### src/rtl/hadamard_butterfly_pipelined.sv
// Three-stage pipelined Hadamard butterfly on one complex amplitude pair.
// It computes y0 = (a0 + a1)/sqrt2 and y1 = (a0 - a1)/sqrt2.
// Stage 1 forms the sums and differences.
// Stage 2 scales them by the 1/sqrt2 constant.
// Stage 3 rounds half toward +inf and saturates to WIDTH bits.
// All stages share a single advance enable, so a stall freezes the whole pipe.
// That keeps the pipe from dropping or duplicating a pair.

`ifndef TOTAL_WIDTH
`define TOTAL_WIDTH 16
`endif
`ifndef FRAC_WIDTH
`define FRAC_WIDTH 12
`endif

module hadamard_butterfly_pipelined #(
    parameter int WIDTH     = `TOTAL_WIDTH,
    parameter int FRAC      = `FRAC_WIDTH,
    parameter int INV_SQRT2 = int'(real'(2 ** FRAC) / 1.4142135623730951)
) (
    input  logic                    clk,
    input  logic                    rst_n,
    input  logic                    in_valid,
    output logic                    in_ready,
    input  logic signed [WIDTH-1:0] a0r,
    input  logic signed [WIDTH-1:0] a0i,
    input  logic signed [WIDTH-1:0] a1r,
    input  logic signed [WIDTH-1:0] a1i,
    output logic                    out_valid,
    input  logic                    out_ready,
    output logic signed [WIDTH-1:0] y0r,
    output logic signed [WIDTH-1:0] y0i,
    output logic signed [WIDTH-1:0] y1r,
    output logic signed [WIDTH-1:0] y1i,
    output logic                    sat_flag,
    input  logic                    sat_clear
);

    // Full-precision product width: (WIDTH+1)-bit signed sum times (FRAC+1)-bit constant.
    localparam int PW = WIDTH + FRAC + 2;

    // The constant is below 2^FRAC, so its top bit is always 0 and it can be treated as signed.
    localparam logic signed [FRAC:0]   K    = (FRAC+1)'(INV_SQRT2);
    localparam logic signed [PW-1:0]   RND  = {{(PW-FRAC){1'b0}}, 1'b1, {(FRAC-1){1'b0}}};
    localparam logic signed [PW-1:0]   MAXP = {{(PW-WIDTH+1){1'b0}}, {(WIDTH-1){1'b1}}};
    localparam logic signed [PW-1:0]   MINP = {{(PW-WIDTH+1){1'b1}}, {(WIDTH-1){1'b0}}};
    localparam logic [WIDTH-1:0]       MAXV = {1'b0, {(WIDTH-1){1'b1}}};
    localparam logic [WIDTH-1:0]       MINV = {1'b1, {(WIDTH-1){1'b0}}};

    logic                  adv;
    logic                  take;
    logic                  v1, v2, v3;
    logic signed [WIDTH:0] s_r, s_i, d_r, d_i;
    logic signed [PW-1:0]  p_sr, p_si, p_dr, p_di;
    logic [WIDTH:0]        rs_0r, rs_0i, rs_1r, rs_1i;
    logic                  sat_any;

    // The returned value is {clamped, value}.
    function automatic logic [WIDTH:0] round_sat(input logic signed [PW-1:0] p);
        logic signed [PW-1:0] q;
        q = (p + RND) >>> FRAC;
        if (q > MAXP)
            round_sat = {1'b1, MAXV};
        else if (q < MINP)
            round_sat = {1'b1, MINV};
        else
            round_sat = {1'b0, q[WIDTH-1:0]};
    endfunction

    assign adv       = !v3 || out_ready;
    assign in_ready  = adv;
    assign take      = in_valid && adv;
    assign out_valid = v3;

    assign rs_0r = round_sat(p_sr);
    assign rs_0i = round_sat(p_si);
    assign rs_1r = round_sat(p_dr);
    assign rs_1i = round_sat(p_di);

    // Only a real pair being loaded into stage 3 may report saturation; bubbles are ignored.
    assign sat_any = adv && v2 && (rs_0r[WIDTH] || rs_0i[WIDTH] || rs_1r[WIDTH] || rs_1i[WIDTH]);

    // Stage 1: per-component sum and difference, one extra bit so it cannot overflow.
    always_ff @(posedge clk or negedge rst_n) begin
        if (!rst_n) begin
            v1  <= 1'b0;
            s_r <= '0;
            s_i <= '0;
            d_r <= '0;
            d_i <= '0;
        end else if (adv) begin
            v1  <= take;
            s_r <= (WIDTH+1)'(a0r) + (WIDTH+1)'(a1r);
            s_i <= (WIDTH+1)'(a0i) + (WIDTH+1)'(a1i);
            d_r <= (WIDTH+1)'(a0r) - (WIDTH+1)'(a1r);
            d_i <= (WIDTH+1)'(a0i) - (WIDTH+1)'(a1i);
        end
    end

    // Stage 2: scale by 1/sqrt2 at full precision.
    always_ff @(posedge clk or negedge rst_n) begin
        if (!rst_n) begin
            v2   <= 1'b0;
            p_sr <= '0;
            p_si <= '0;
            p_dr <= '0;
            p_di <= '0;
        end else if (adv) begin
            v2   <= v1;
            p_sr <= PW'(s_r) * PW'(K);
            p_si <= PW'(s_i) * PW'(K);
            p_dr <= PW'(d_r) * PW'(K);
            p_di <= PW'(d_i) * PW'(K);
        end
    end

    // Stage 3: rounded, saturated results held stable while downstream stalls.
    always_ff @(posedge clk or negedge rst_n) begin
        if (!rst_n) begin
            v3  <= 1'b0;
            y0r <= '0;
            y0i <= '0;
            y1r <= '0;
            y1i <= '0;
        end else if (adv) begin
            v3  <= v2;
            y0r <= rs_0r[WIDTH-1:0];
            y0i <= rs_0i[WIDTH-1:0];
            y1r <= rs_1r[WIDTH-1:0];
            y1i <= rs_1i[WIDTH-1:0];
        end
    end

    // Sticky saturation flag; a new saturation wins over a simultaneous clear.
    always_ff @(posedge clk or negedge rst_n) begin
        if (!rst_n)
            sat_flag <= 1'b0;
        else if (sat_any)
            sat_flag <= 1'b1;
        else if (sat_clear)
            sat_flag <= 1'b0;
    end

endmodule

### config.mk
export PLATFORM = sky130hd
export DESIGN_NAME = hadamard_butterfly_pipelined
export DESIGN_NICKNAME = d
export VERILOG_FILES = /design/src/rtl/hadamard_butterfly_pipelined.sv
export SDC_FILE = /design/constraint.sdc
export NUM_CORES = 1
export LEC_CHECK = 0
export ABC_CLOCK_PERIOD_IN_PS = 5700
export CORE_UTILIZATION = 60
export CTS_CLUSTER_DIAMETER = 80
export DETAILED_ROUTE_END_ITERATION = 10
export PLACE_DENSITY_LB_ADDON = 0.1
export SYNTH_ARGS = -nofsm -noshare
export SYNTH_HDL_FRONTEND = slang
export SYNTH_SLANG_ARGS = --single-unit
export TNS_END_PERCENT = 5
### constraint.sdc
create_clock -name clk -period 5.7 [get_ports clk]
set_input_delay 0.855 -clock clk [delete_from_list [all_inputs] [get_ports clk]]
set_output_delay 0.855 -clock clk [all_outputs]
set_load 0.02 [all_outputs]
* After elaboration in Yosys (flattened, before gate mapping) *
Cells that the tools add are included.

storage, ports and cells
  register bits after elaboration = 240

cells by class
  $add $sub $neg = 8
  $mul = 4
  magnitude comparators = 8
  mux-type cells = 10
  reductions and logical operators = 9

operators by type and width
  cell                      count
  $mux W17                  8
  $add A30 B13 Y30 const B  4
  $mul A17 B9 Y26 const B   4
  $gt A18 B16 Y1 const B    4
  $lt A18 B16 Y1 const B    4
  $add A16 B16 Y17          2
  $sub A16 B16 Y17          2
  $logic_or A1 B1 Y1        4
  $logic_and A1 B1 Y1       3
  $mux W1                   2
  $reduce_bool A2 Y1        1
  $logic_not A1 Y1          1

* Longest topological paths before layout *
  depth in word-level cells = 9
  gate-level depth with buffers = 18
  mapped depth without buffers = 18

* Worst setup path after synthesis *
Ideal clock, no wire load.

  path type = register to register
  from = register d_i[9]
  to = register p_di[28]
  library setup time = 0.148 ns
  data arrival time = 4.404 ns
  data required time = 5.552 ns
  path slack = 1.148 ns
  stages on the path, launching flop included = 19
  path buffers = 0
  cell sequence = dfrtp_1 ha_1 inv_1 fa_1 inv_1 fa_1 inv_1 fa_1 inv_1 ha_1 a21o_1 a21o_1 or3_1 o311a_1 o2111a_1 o221ai_1 nor2_1 xnor2_1 a21oi_1

on the way
  longest elaborated chain between the ends = 1

RTL lines
  element                 line  RTL
  start, declared         53    logic signed [WIDTH:0] s_r, s_i, d_r, d_i;
  start signal, assigned  96    d_i <= (WIDTH+1)'(a0i) - (WIDTH+1)'(a1i);
  $mul A17 B9 Y26         113   p_di <= PW'(d_i) * PW'(K);
  end signal, assigned    113
  end, declared           54    logic signed [PW-1:0] p_sr, p_si, p_dr, p_di;

No other way between the ends.
A chain may end at the register's enable or synchronous reset.

* Worst setup path after layout *
  from = register s_i[6]
  to = register p_si[26]

on the way
  longest elaborated chain between the ends = 1

RTL lines
  element                 line  RTL
  start, declared         53
  start signal, assigned  94    s_i <= (WIDTH+1)'(a0i) + (WIDTH+1)'(a1i);
  $mul A17 B9 Y26         111   p_si <= PW'(s_i) * PW'(K);
  end signal, assigned    111
  end, declared           54

No other way between the ends.

==> summary.json <==
{
  "period_needed_ns": 4.94,
  "insertedDiodeCount": 0,
  "end_kind": "register",
  "setup_viol": 0,
  "ys_top_cells_by_count": "sky130_fd_sc_hd__inv_1, sky130_fd_sc_hd__ha_1, sky130_fd_sc_hd__nor2_1",
  "final_critical_path_setup_slack_ns": 0.760,
  "worst_setup_hold_path_clk_slew_ns": 0.06,
  "post_cts_setup_buffers": 0,
  "synth.net_count": 3222,
  "cts_resized": 0,
  "fp.dieArea_um2": 39100,
  "hold_path.class": "input port to async pin",
  "synth.most_common_cell": "sky130_fd_sc_hd__inv_1",
  "cts_root_buf": "sky130_fd_sc_hd__clkbuf_16",
  "finalCritPeriodShare_pct": 86.7,
  "first_global_vias": 17700,
  "critical_path.max_fanout": 6,
  "antenna_violations_before_repair": 0,
  "top_usage_layer": "met2",
  "gp_routability_congestion": 0.889,
  "globalRouteMet3Util_pct": 2.79,
  "avgRoutedWirePerCell_um": 15.1,
  "maxClockFrequency_mhz": 202,
  "max-cap-violations": 0,
  "viasPerCell": 5.36,
  "area_growth_syn_to_layout_pct": 11.6,
  "worst-endpoint-arrival_ns": 5.41,
  "yosys-top-cells-area": "sky130_fd_sc_hd__dfrtp_1, sky130_fd_sc_hd__ha_1, sky130_fd_sc_hd__fa_1",
  "fp.dieH_um": 198,
  "post_synth_edffs": 0,
  "globalRouteOverflowTotal": 0,
  "critical_path_class": "register to register",
  "num_rows": 71,
  "floorplan.initialDensity_pct": 61.0,
  "result_of_the_run": "finished clean",
  "initial_drt_markers": 750,
  "avgSynthCellArea_um2": 8.78,
  "ys_ff_latch": 210,
  "route.detailed.drc": 0,
  "number_of_h_tree_levels": 1,
  "grt_pass1_wl_mm": 83.2,
  "clkLatencyLatePin_ns": 0.55,
  "grt.met2_usage_pct": 47.3,
  "detail-route-antenna-nets": 0,
  "yosysTopAreaCellShare_pct": 22.9,
  "setup_total_neg_slack_ns": 0,
  "dr_total_vias": 17400,
  "num-fill-cells": 3044,
  "cts_hold_repair.buffers": 0,
  "design.core.area_um2": 37700,
  "timing.critical_path.required_ns": 6.17,
  "grtUsageTotal_pct": 26.1,
  "worst_slew_pin_slew_ns": 0.928,
  "crit-reg2reg-launch": "s_i[6]",
  "synth.yosys.seq_area_share_pct": 22.9,
  "design.final.nets": 3310,
  "ys.flop_type": "sky130_fd_sc_hd__dfrtp_1",
  "timing.final.max_slew_violations": 0,
  "asyncSetResetFlopFracSynth_pct": 100,
  "route.final.wire_length_mm": 48.8,
  "final.setup_skew_ns": 0.00950,
  "tritoncts_clock_tree": "built",
  "synthesis.yosys.warnings": 0,
  "netlist.top_cell.by_area": "sky130_fd_sc_hd__dfrtp_1",
  "numCtsBuffers": 27,
  "post-place-ws_ns": 0.812,
  "netlist-cell-type-count": 85,
  "maximum_number_of_pins_on_one_net_before_global_route_repair": 142,
  "groute.layer.met1.usage_pct": 33.2,
  "setup_repair_after_global_routing_missed_its_margin": "false",
  "timing.critical_path.from": "s_i[6]",
  "synthesis.area_um2": 23000,
  "cts_buffer_depth": 3,
  "synthesis.instances": 2617,
  "relSlewSlack_pct": 38.1,
  "fp.dieW_um": 198,
  "port_buffers": 135,
  "crit_path_start_kind": "register",
  "drt_pass1_iterations": 5,
  "clock_sinks": 210,
  "floorplan.io_pins": 136,
  "place.detailed.hpwl_mm": 38.8,
  "timing_hold_violations_final": 0,
  "drive_above_1_share_pct": 3.45
}
-- layer usage --
layer	share of wire, %	up-vias	routed length [µm]
met1	44	8358	21700
met5	0	-	0
met4	2.1	0	1030
met2	50	269	24400
met3	3.6	67	1750
li1	-	8658	-
-- state kept, by name, indices dropped and copies added, names as in the netlist --
name	flops
d_i	16
d_r	16
out_valid	1
p_di	19
p_dr	19
p_si	19
p_sr	19
s_i	17
s_r	17
sat_flag	1
v1	1
v2	1
y0i	16
y0r	16
y1i	16
y1r	16
-- worst max-delay path, stage by stage, from the launching register on --
cell and delay (ns):
sky130_fd_sc_hd__dfrtp_1 0.46, sky130_fd_sc_hd__ha_1 0.35, sky130_fd_sc_hd__fa_1 0.51, sky130_fd_sc_hd__inv_1 0.05, sky130_fd_sc_hd__fa_1 0.46, sky130_fd_sc_hd__fa_1 0.55
sky130_fd_sc_hd__inv_1 0.05, sky130_fd_sc_hd__ha_1 0.30, sky130_fd_sc_hd__nand2_1 0.07, sky130_fd_sc_hd__nor3_1 0.39, sky130_fd_sc_hd__o21ai_1 0.15, sky130_fd_sc_hd__and3_1 0.20
sky130_fd_sc_hd__o31ai_2 0.45, sky130_fd_sc_hd__o21ai_1 0.19, sky130_fd_sc_hd__o2bb2ai_1 0.19, sky130_fd_sc_hd__o41ai_1 0.28, sky130_fd_sc_hd__a2bb2oi_1 0.20
-- cells by family after synthesis --
family | after synthesis | share of synthesized area, %
DFF | 210 | 22.9
buffers and inverters | 616 | 10.2
xor gates and xnor gates | 159 | 6.06
adders and majority gates | 536 | 35.0
AOI/OAI and AO/OA | 465 | 13.1
muxes | 1 | 0.0436
and+or+nand+nor | 630 | 12.7
-- path summary, 6_finish.rpt --
kind                            slack, ns  depth (start not counted)  endpoint
worst max-delay path                 0.76                         16  p_si[26]
worst min-delay path                 0.28                          1   y0i[10]
worst max register to register       0.76                         16  p_si[26]
worst min register to register       0.48                          2   y1r[15]
max in group asynchronous            4.28                          2  p_di[29]
min in group clk                     0.48                          2   y1r[15]
-- layout make-up --
class / instances / area, µm² / share of cell area [%]
Multi-Input combinational cell: 1791 / 15400 / 60.0
Sequential cell: 210 / 5260 / 20.5
Inverter: 534 / 2010 / 7.85
Timing Repair Buffer: 141 / 1430 / 5.56
Clock buffer: 32 / 714 / 2.79
Tap cell: 511 / 639 / 2.49
Clock inverter: 17 / 215 / 0.839
-- cells in the final DEF (no fill, tap or decap), drive strengths merged, types with 4 or more instances in the layout --
cell	count
a211oi	6
nor2b	21
or3	27
xnor2	96
clkinv	7
and3	13
a21oi	165
ha	357
clkbuf	32
xor2	63
bufinv	4
clkdlybuf4s50	134
nand4	15
o211ai	18
a211o	9
nor3b	4
dfrtp	210
o21bai	8
nand2b	17
nand2	188
o21ai	96
a21o	22
nand4b	5
o31ai	25
o21a	29
buf	7
nor2	224
nand3	43
o41ai	7
fa	179
and2	7
and4	10
a31oi	40
inv	537
nor3	44
a2111oi	4
a21boi	4
-- stage by stage --
stage          hold WS [ns]  area, µm²  instances  utilization (%)
6_report              0.279      25600       3236             68.1
5_1_grt               0.355      25600       3236             68.1
4_1_cts               0.315      25600       3236             68.1
3_5_place_dp          0.474      24700       3187             65.6
3_3_place_gp          0.453      24700       3187             65.6
2_1_floorplan         0.439      23000       2617                -
Power is left out: the tool's default activity adds up to more than one toggle a clock period on the data nets, which glitch-free logic cannot reach.
